<file path="src/rtl/wb_reg_responder_if.sv">
// Wishbone classic bus bundle for the 8-bit, 3-bit-address host register bus.
interface wb_reg_responder_if;
  logic [2:0] WB_ADDR;
  logic [3:0] WB_SEL;
  logic [7:0] WB_DAT_I;
  logic [7:0] WB_DAT_O;
  logic       WB_WE;
  logic       WB_STB;
  logic       WB_CYC;
  logic       WB_ACK;

  modport master (
    output WB_ADDR, WB_SEL, WB_DAT_I, WB_WE, WB_STB, WB_CYC,
    input  WB_DAT_O, WB_ACK
  );

  modport slave (
    input  WB_ADDR, WB_SEL, WB_DAT_I, WB_WE, WB_STB, WB_CYC,
    output WB_DAT_O, WB_ACK
  );
endinterface

</file>
<file path="src/rtl/wb_reg_responder.sv">
// Wishbone classic responder: CTRL/STATUS/SCRATCH registers plus a TX byte
// FIFO that drains over a valid/ready stream toward a serializer.
module wb_reg_responder #(
  parameter int WAIT_STATES = 0,
  parameter int FIFO_DEPTH  = 4
) (
  input  logic              WBCLK,
  input  logic              WBRST,
  wb_reg_responder_if.slave bus,
  output logic [7:0]        tx_data,
  output logic              tx_valid,
  input  logic              tx_ready,
  output logic              irq
);

  localparam int PW = $clog2(FIFO_DEPTH);
  localparam int CW = PW + 1;
  localparam logic [1:0]    WS_LAST = (WAIT_STATES > 0) ? 2'(WAIT_STATES - 1) : 2'd0;
  localparam logic [CW-1:0] DEPTH_C = CW'(FIFO_DEPTH);

  typedef enum logic [1:0] {S_IDLE, S_WAIT, S_ACK} state_t;

  state_t      state, state_d;
  logic [1:0]  wcnt;
  logic        req;

  // Transfer captured at the request edge, used for wait-state commits and read muxing.
  logic [2:0]  addr_q;
  logic        we_q;
  logic [7:0]  dat_q;
  logic        sel_q;

  // Write being committed this cycle (from the bus directly or from the capture).
  logic        commit;
  logic [2:0]  c_addr;
  logic        c_we;
  logic [7:0]  c_dat;
  logic        c_sel;

  logic        wr_en, push, ctrl_wr, stat_wr, scr_wr, flush;
  logic        pop, push_ok, ovf_set;

  logic [7:0]  ctrl, scratch;
  logic        overflow;

  logic [7:0]    mem [FIFO_DEPTH];
  logic [PW-1:0] wr_ptr, rd_ptr;
  logic [CW-1:0] count;
  logic [3:0]    count4;
  logic          empty, full;
  logic [7:0]    status, rd_mux;

  logic unused_sel;
  assign unused_sel = ^bus.WB_SEL[3:1];

  assign req = bus.WB_CYC & bus.WB_STB;

  // FSM state and wait-state counter.
  // NOTE: clocked state uses non-blocking assignments so every flop samples pre-edge values.
  always_ff @(posedge WBCLK or negedge WBRST) begin
    if (!WBRST) begin
      state <= S_IDLE;
      wcnt  <= 2'd0;
    end else begin
      state <= state_d;
      wcnt  <= (state == S_WAIT && state_d == S_WAIT) ? wcnt + 2'd1 : 2'd0;
    end
  end

  // Capture the request when it is first seen in IDLE.
  always_ff @(posedge WBCLK or negedge WBRST) begin
    if (!WBRST) begin
      addr_q <= 3'd0;
      we_q   <= 1'b0;
      dat_q  <= 8'h00;
      sel_q  <= 1'b0;
    end else if (state == S_IDLE && req) begin
      addr_q <= bus.WB_ADDR;
      we_q   <= bus.WB_WE;
      dat_q  <= bus.WB_DAT_I;
      sel_q  <= bus.WB_SEL[0];
    end
  end

  // Next-state logic; the write commits on the edge that enters ACK.
  // NOTE: every output of this block gets a default first so no latch is inferred.
  always_comb begin
    state_d = state;
    commit  = 1'b0;
    c_addr  = addr_q;
    c_we    = we_q;
    c_dat   = dat_q;
    c_sel   = sel_q;
    case (state)
      S_IDLE: begin
        if (req) begin
          if (WAIT_STATES == 0) begin
            state_d = S_ACK;
            commit  = 1'b1;
            c_addr  = bus.WB_ADDR;
            c_we    = bus.WB_WE;
            c_dat   = bus.WB_DAT_I;
            c_sel   = bus.WB_SEL[0];
          end else begin
            state_d = S_WAIT;
          end
        end
      end
      S_WAIT: begin
        if (!req) begin
          state_d = S_IDLE;
        end else if (wcnt == WS_LAST) begin
          state_d = S_ACK;
          commit  = 1'b1;
        end
      end
      S_ACK:   state_d = S_IDLE;
      default: state_d = S_IDLE;
    endcase
  end

  // Register-map decode of the committed write.
  assign wr_en   = commit & c_we & c_sel;
  assign push    = wr_en && (c_addr == 3'd0);
  assign ctrl_wr = wr_en && (c_addr == 3'd1);
  assign stat_wr = wr_en && (c_addr == 3'd2);
  assign scr_wr  = wr_en && (c_addr == 3'd3);
  assign flush   = ctrl_wr & c_dat[1];

  assign empty   = (count == '0);
  assign full    = (count == DEPTH_C);
  assign pop     = tx_valid & tx_ready;
  assign push_ok = push & ~flush & (~full | pop);
  assign ovf_set = push & ~flush & full & ~pop;

  // CTRL, SCRATCH and the sticky overflow flag; the flush bit is never stored.
  always_ff @(posedge WBCLK or negedge WBRST) begin
    if (!WBRST) begin
      ctrl     <= 8'h00;
      scratch  <= 8'h00;
      overflow <= 1'b0;
    end else begin
      if (ctrl_wr) ctrl    <= c_dat & 8'hFD;
      if (scr_wr)  scratch <= c_dat;
      if (stat_wr && c_dat[2]) overflow <= 1'b0;
      else if (ovf_set)        overflow <= 1'b1;
    end
  end

  // FIFO pointers and occupancy; flush overrides push and pop.
  always_ff @(posedge WBCLK or negedge WBRST) begin
    if (!WBRST) begin
      wr_ptr <= '0;
      rd_ptr <= '0;
      count  <= '0;
    end else if (flush) begin
      wr_ptr <= '0;
      rd_ptr <= '0;
      count  <= '0;
    end else begin
      if (push_ok) wr_ptr <= wr_ptr + 1'b1;
      if (pop)     rd_ptr <= rd_ptr + 1'b1;
      case ({push_ok, pop})
        2'b10:   count <= count + 1'b1;
        2'b01:   count <= count - 1'b1;
        default: count <= count;
      endcase
    end
  end

  // FIFO storage.
  // NOTE: the data array has no reset; empty gates tx_data so stale contents never escape.
  always_ff @(posedge WBCLK) begin
    if (push_ok) mem[wr_ptr] <= c_dat;
  end

  // Interrupt is registered from current CTRL and FIFO status.
  always_ff @(posedge WBCLK or negedge WBRST) begin
    if (!WBRST) irq <= 1'b0;
    else        irq <= (ctrl[0] & empty) | (ctrl[2] & overflow);
  end

  assign tx_valid = ~empty;
  assign tx_data  = empty ? 8'h00 : mem[rd_ptr];

  assign count4 = 4'(count);
  assign status = {count4, 1'b0, overflow, full, empty};

  // Read data multiplexer, keyed by the captured address.
  always_comb begin
    rd_mux = 8'h00;
    case (addr_q)
      3'd1:    rd_mux = ctrl;
      3'd2:    rd_mux = status;
      3'd3:    rd_mux = scratch;
      default: rd_mux = 8'h00;
    endcase
  end

  assign bus.WB_ACK   = (state == S_ACK);
  assign bus.WB_DAT_O = (state == S_ACK && !we_q) ? rd_mux : 8'h00;

endmodule

</file>
<file path="src/flat_wrapper.sv">
// flat-port wrapper written by rule: the top's interface ports become plain ports
module wb_reg_responder_flat 
#(
  parameter int WAIT_STATES = 0,
  parameter int FIFO_DEPTH  = 4
)
  (WBCLK, WBRST, tx_data, tx_valid, tx_ready, irq, bus_WB_ADDR, bus_WB_SEL, bus_WB_DAT_I, bus_WB_WE, bus_WB_STB, bus_WB_CYC, bus_WB_DAT_O, bus_WB_ACK);
  wb_reg_responder_if bus_i ();
  input  logic WBCLK;
  input  logic WBRST;
  output logic [7:0] tx_data;
  output logic tx_valid;
  input  logic tx_ready;
  output logic irq;
  input wire logic [$bits(bus_i.WB_ADDR)-1:0] bus_WB_ADDR;
  input wire logic [$bits(bus_i.WB_SEL)-1:0] bus_WB_SEL;
  input wire logic [$bits(bus_i.WB_DAT_I)-1:0] bus_WB_DAT_I;
  input wire logic [$bits(bus_i.WB_WE)-1:0] bus_WB_WE;
  input wire logic [$bits(bus_i.WB_STB)-1:0] bus_WB_STB;
  input wire logic [$bits(bus_i.WB_CYC)-1:0] bus_WB_CYC;
  output wire logic [$bits(bus_i.WB_DAT_O)-1:0] bus_WB_DAT_O;
  output wire logic [$bits(bus_i.WB_ACK)-1:0] bus_WB_ACK;
  assign bus_i.WB_ADDR = bus_WB_ADDR;
  assign bus_i.WB_SEL = bus_WB_SEL;
  assign bus_i.WB_DAT_I = bus_WB_DAT_I;
  assign bus_i.WB_WE = bus_WB_WE;
  assign bus_i.WB_STB = bus_WB_STB;
  assign bus_i.WB_CYC = bus_WB_CYC;
  assign bus_WB_DAT_O = bus_i.WB_DAT_O;
  assign bus_WB_ACK = bus_i.WB_ACK;
  wb_reg_responder #(.WAIT_STATES(WAIT_STATES), .FIFO_DEPTH(FIFO_DEPTH)) u_core (.WBCLK(WBCLK), .WBRST(WBRST), .bus(bus_i), .tx_data(tx_data), .tx_valid(tx_valid), .tx_ready(tx_ready), .irq(irq));
endmodule
</file>
<file path="config.mk">
export PLATFORM = sky130hd
export DESIGN_NAME = wb_reg_responder_flat
export DESIGN_NICKNAME = d
export VERILOG_FILES = /design/src/rtl/wb_reg_responder_if.sv /design/src/rtl/wb_reg_responder.sv /design/src/flat_wrapper.sv
export SDC_FILE = /design/constraint.sdc
export NUM_CORES = 1
export LEC_CHECK = 0
export CORE_ASPECT_RATIO = 1.1
export CORE_MARGIN = 2
export CORE_UTILIZATION = 62
export CTS_BUF_LIST = sky130_fd_sc_hd__clkbuf_2
export CTS_CLUSTER_DIAMETER = 120
export DETAILED_ROUTE_END_ITERATION = 16
export HOLD_SLACK_MARGIN = 0.12
export PLACE_DENSITY_LB_ADDON = 0.15
export SKIP_LAST_GASP = 1
export SLEW_MARGIN = 15
export SYNTH_ARGS = -nofsm -noshare
export SYNTH_HDL_FRONTEND = slang
export SYNTH_SLANG_ARGS = --single-unit
</file>
<file path="constraint.sdc">
create_clock -name WBCLK -period 5.1 [get_ports WBCLK]
set_clock_uncertainty 0.2 [all_clocks]
set_input_delay 1.02 -clock WBCLK [delete_from_list [all_inputs] [get_ports WBCLK]]
set_output_delay 1.02 -clock WBCLK [all_outputs]
set_load 0.01 [all_outputs]
</file>
==> results of run 1 <==
[registers in the layout, summed over array words and instances (netlist names)]
| signal | count |
|---|---|
| u_core.addr_q | 3 |
| u_core.count | 3 |
| u_core.ctrl | 7 |
| u_core.dat_q | 8 |
| u_core.irq | 1 |
| u_core.mem | 32 |
| u_core.overflow | 1 |
| u_core.rd_ptr | 2 |
| u_core.scratch | 8 |
| u_core.sel_q | 1 |
| u_core.state | 2 |
| u_core.wcnt | 2 |
| u_core.we_q | 1 |
| u_core.wr_ptr | 2 |
[metal layers]
layer	vias to the layer above	GRT usage, %	share of wire, %
li1	920	-	-
met1	985	29.85	44
met2	49	36.61	50
met3	9	4.839	4.7
met4	0	7.091	1.1
met5	-	0	0
[layout make-up]
class | count | area share, %
Timing Repair Buffer | 37 | 9.259
Sequential cell | 73 | 50.70
Clock inverter | 6 | 2.937
Inverter | 10 | 0.9579
Tap cell | 75 | 2.395
Clock buffer | 10 | 1.277
Multi-Input combinational cell | 141 | 32.47
[how the worst max path moves through the flow]
stage,startpoint,endpoint,slack [ns],cells past startpoint
2_1_floorplan,bus_WB_STB,u_core.count[2]$_DFFE_PN0P_,1.74,12
3_3_place_gp,bus_WB_WE,u_core.count[2]$_DFFE_PN0P_,1.18,11
3_5_place_dp,bus_WB_WE,u_core.count[2]$_DFFE_PN0P_,1.14,11
4_1_cts,u_core.count[1]$_DFFE_PN0P_,bus_WB_DAT_O[0],1.28,5
5_1_grt,u_core.count[1]$_DFFE_PN0P_,bus_WB_DAT_O[0],1.17,5
6_report,u_core.count[1]$_DFFE_PN0P_,bus_WB_DAT_O[0],1.33,5
[through the flow]
step	hold slack [ns]	utilization (%)	std cells	worst slack (ns)	total power [mW]
floorplan	0.2709	-	235	1.740	1.082
detailed placement	0.2916	70.96	336	1.136	1.258
global placement	0.2836	70.96	336	1.175	1.246
finish	0.3278	74.08	352	1.330	1.667
CTS	0.3300	74.08	352	1.285	1.679
global route	0.3480	74.08	352	1.166	1.766
[power groups by stage]
stage          registers, mW  clock network (mW)  logic [mW]
2_1_floorplan          0.745                   0       0.338
3_3_place_gp           0.804                   0       0.443
3_5_place_dp           0.805                   0       0.453
4_1_cts                0.792               0.429       0.458
5_1_grt                0.808               0.455       0.504
6_report               0.791               0.424       0.452
[Yosys cell counts, types with 2 or more instances]
cell	n
a22oi_1	5
and2_1	14
and3_1	3
buf_2	3
buf_6	2
clkbuf_1	5
dfrtp_1	41
edfxtp_1	32
ha_1	6
inv_1	10
mux2_2	37
mux2i_1	5
mux4_2	8
nand2_1	8
nand2b_1	2
nor2_1	20
o21ai_0	4
o22ai_1	2
or3_1	2
xnor2_1	4
xor2_1	2
[kinds of logic (layout without fill, tap and decap cells)]
logic type      Yosys count  in the layout  share of synthesized area, %
flops                    73             73                         59.39
simple gates             63             63                         10.47
mux                      52             52                         20.19
buf+inv                  21             63                         3.029
compound gates           13             13                         2.506
fa+ha+maj                 7              7                         2.842
xor+xnor                  6              6                         1.571
[worst max-delay path, stage by stage, from the launching register on]
cell	delay (ns)
dfrtp_1	0.50
or3_1	0.56
o21ai_0	0.23
a22oi_1	0.09
nor2_1	0.13
clkdlybuf4s50_1	0.55
[cells in the final DEF, fill, tap and decap left out, types with 2 or more instances in the layout]
cell type	count
xnor2_1	4
nor2_1	20
edfxtp_1	32
dfrtp_1	41
bufinv_16	3
clkdlybuf4s50_1	35
a22oi_1	5
nand2b_1	2
inv_1	10
and2_1	14
mux2_2	37
xor2_1	2
clkbuf_2	10
o22ai_1	2
ha_1	6
o21ai_0	4
mux4_2	8
or3_1	2
and3_1	3
nand2_1	8
mux2i_1	5
==> metrics, run 1 <==
status finished clean; post-synthesis cell count 235; post-cts resize count 0; post-cts hold buffer count 0; P_leak 1.544 nW; reg2reg path depth 10; GRT Util Overall 22.31%; clk slew on worst S/H paths 0.19 ns; fin crit share 73.91%; flops & latches, synth 73; Max Freq 265.3 MHz; first-pass GRT wire length 9673 um; DRT iter0 DRCs 178; Startpoint Class flip-flop; sw power 0.4813 mW; FF-to-FF Start u_core.state[0]$_DFF_PN0_; Worst Hold End u_core.irq$_DFF_PN0_; Worst setup EP type primary output; clk_lat worst skew 0.51 ns; CTS buffer count 9; pwr/cell area 425.5 mW/mm2; Die Width 74.04 um; worst hold start u_core.ctrl[2]$_DFFE_PN0P_; fin nets 300; FF+latch area 0.001987 mm2; Logic pwr share 27.1%; Rows 28; IO Pins 40; TNS Setup 0 ns; Layout area overhead 17.13%; clock share of power 25.5%; Max Cap Viol 0; Port Buf Inserts 36; RSZ-0062 raised after global routing no; largest net degree at the start of global routing 42; Post-DP HPWL 3993 um; CP required 3.88 ns; CTS tree done; vias post-DR 1963; WL/cell 16.72 um; vias per cell 5.577; Die Ht 81.05 um; number of remaining DRC errors 0; Post-DP Area 0.003754 mm2; part of the power in registers 47.5%; Yosys top cell area share 30.67%; fraction of layout cells with a size suffix above 1 25.27%; Register-to-Register Setup Slack 2.12 ns; Starting Density 63.25%; area leader, netlist dfrtp_1; ANT nets after route 0; Mapped Area 0.003346 mm2; final setup vio count 0; Synth Net Count 263; clk sinks 73; Most used DFF post-synth dfrtp_1; clk buf depth 2; fill count 353; Detailed Routing Iterations Pass 1 5; yosys warns 0; CTS root buf clkbuf_2; reg-to-reg endpoint u_core.count[2]$_DFFE_PN0P_; Post-CTS Repair Setup Buffers 0; DIE AREA 0.006001 mm2; gpl congestion 0.8212; Post-synth EDFFs 32; vias in the first global route 1940; Max-slew headroom 37.21%; Post-Route WL 5886 um; Final Cell Area 0.003919 mm2; internal power 1.186 mW; Inserted Diodes 0; Post-Syn Area per Cell 14.24 um2; worst slew pin tran 0.9419 ns; initial antenna violation count 0; Seq/Total Area, Yosys 59.39%; Synth area leaders dfrtp_1, edfxtp_1, mux2_2, mux4_2, and2_1; multi-input logic area 0.001272 mm2; type of the worst min-delay path reg2reg; Hold Crit Depth 2; sw frac 28.87%; Max VDD drop 0.2569 mV; Final Hold Fails 0; Max FO, Critical Path 12; Async SR Flop Fraction 56.16%; min Tclk post-route 3.770 ns; htree depth 3; CP Class reg2out; GR Overflow Total 0; max-slew violation count 0; Core Region 0.005290 mm2; Netlist cell types 41; CP arrival 2.55 ns
Note: power is estimated with default switching activity, not from simulation.
==> run 2, diff against run 1 <==
- CORE_UTILIZATION: 62 -> 58
- clock period: 5.1 -> 3.9 ns (I/O delays scaled with it)
==> run 2 against run 1 <==
Clock power is 7.3% lower. Critical path depth stayed put. Register-to-register slack worse by 1.0 ns. Combinational power is 31% higher. Flip-flop and latch count stayed put. Die area is 6.5% higher. Worst setup slack worse by 1.0 ns. Count of clock-buffer cells in the layout is 1 higher. Core utilization is 5.6 points lower. Via count is 0.36% higher. Sequential share of layout area is 0.57 points higher. Critical endpoint unchanged. Wire length is 0.10% higher.
==> metrics, run 2 (synthesized netlist as in run 1, its figures left out) <==
vias post-DR 1970; most frequent cells in the layout dfrtp_1, mux2_2, clkdlybuf4s50_1, edfxtp_1, nor2_1; ANT nets after route 0; Die Width 76.42 um; overall power 2.021 mW; fill count 450; number of remaining DRC errors 0; TNS Setup 0 ns; CP Class reg2out; Slowest cell on crit path or3_1; first-pass GRT wire length 9915 um; Port Buf Inserts 36; CTS tree done; Max Freq 279.6 MHz; Inserted Diodes 0; initial antenna violation count 0; Max FO, Critical Path 12; status finished clean; Die Ht 83.66 um; Max Cap Viol 0; P_leak 1.526 nW; Post-DP HPWL 4070 um; fin nets 302; Max-slew headroom 41.39%; Core Region 0.005660 mm2; clk buf depth 2; type of the worst min-delay path in2async; Final Hold Fails 0; post-cts hold buffer count 0; Post-Route WL 5892 um; Startpoint Class flip-flop; clk_lat worst skew 0.48 ns; Rows 29; CP Cell Sequence or3_1 -> o21ai_0 -> a22oi_1 -> nor2_1 -> clkdlybuf4s50_1; pwr/cell area 521.5 mW/mm2; clk sinks 73; RSZ-0062 raised after global routing no; vias in the first global route 1963; Post-DP Area 0.003771 mm2; Worst setup EP type primary output; max-slew violation count 0; gpl congestion 0.7647; DIE AREA 0.006393 mm2; Top reg by flops u_core.mem; vias per cell 5.534; clk slew on worst S/H paths 0.18 ns; worst slew pin tran 0.8791 ns; final setup vio count 0; CTS buffer count 9; biggest regs u_core.mem x32, u_core.dat_q x8, u_core.scratch x8; IO Pins 40; min Tclk post-route 3.576 ns; CP arrival 2.60 ns; largest net degree at the start of global routing 42; fin crit share 91.70%; DRT iter0 DRCs 81; GR Overflow Total 0; post-cts resize count 0; commonest non-fill, non-tap cell in the layout dfrtp_1; CP required 2.92 ns; GRT Util Overall 20.54%; fraction of layout cells with a size suffix above 1 24.73%; Starting Density 59.11%; WL/cell 16.55 um; Final Cell Area 0.003875 mm2; Layout area overhead 15.82%; hold slack final 0.1972 ns; Post-CTS Repair Setup Buffers 0; Final WS setup 0.3236 ns; CTS root buf clkbuf_2; max FFs per register 32; dpl ws 0.3480 ns; Detailed Routing Iterations Pass 1 4; CP peak stage delay 0.60 ns; Max VDD drop 0.2857 mV; htree depth 3
## run 2: through the flow
step                instances  utilization, %
floorplan                 235               -
global placement          340           66.62
detailed placement        340           66.62
CTS                       356           68.46
global route              356           68.46
finish                    356           68.46
## run 2: area by class of cell
type                       count  area [um2]  share of cell area (%)
clock buffer                  11       55.05                   1.421
clock inverter                 5       48.80                   1.259
inverter                      10       37.54                  0.9687
multi-input combinational    141        1272                   32.84
sequential                    73        1987                   51.28
tap                           77       96.34                   2.486
timing repair buffer          39       377.9                   9.751
## run 2: critical path: cells and delay by family (launching register included)
kind | cells | cell delay [ns]
AND/OR/NAND/NOR | 2 | 0.71
flip-flops | 1 | 0.50
AO/OA/AOI/OAI | 2 | 0.37
buffers and inverters | 1 | 0.54
## run 2: path summary, 6_finish.rpt
kind	slack [ns]	start	cells past startpoint	to
setup / recovery	0.32	u_core.count[2]$_DFFE_PN0P_	5	bus_WB_DAT_O[0]
hold / removal	0.20	WBRST	1	u_core.dat_q[3]$_DFFE_PN0N_
setup reg to reg	1.12	u_core.state[0]$_DFF_PN0_	10	u_core.count[2]$_DFFE_PN0P_
hold reg to reg	0.33	u_core.dat_q[4]$_DFFE_PN0N_	1	u_core.dat_q[4]$_DFFE_PN0N_
max in group asynchronous	2.76	WBRST	1	u_core.scratch[0]$_DFFE_PN0P_
min in group WBCLK	0.33	u_core.dat_q[4]$_DFFE_PN0N_	1	u_core.dat_q[4]$_DFFE_PN0N_
## run 2: power by group
part,switching (mW),internal (mW)
clock network,0.245,0.147
registers,0.130,0.906
logic,0.230,0.362
total,0.605,1.42
## run 2: metal layers
| layer | global-route usage (%) | vias to the layer above | share of wire [%] |
|---|---|---|---|
| met5 | 0 | - | 0 |
| met4 | 10.25 | 0 | 1.7 |
| met3 | 3.247 | 8 | 3.6 |
| met2 | 33.95 | 50 | 52 |
| met1 | 26.56 | 989 | 42 |
| li1 | - | 923 | - |
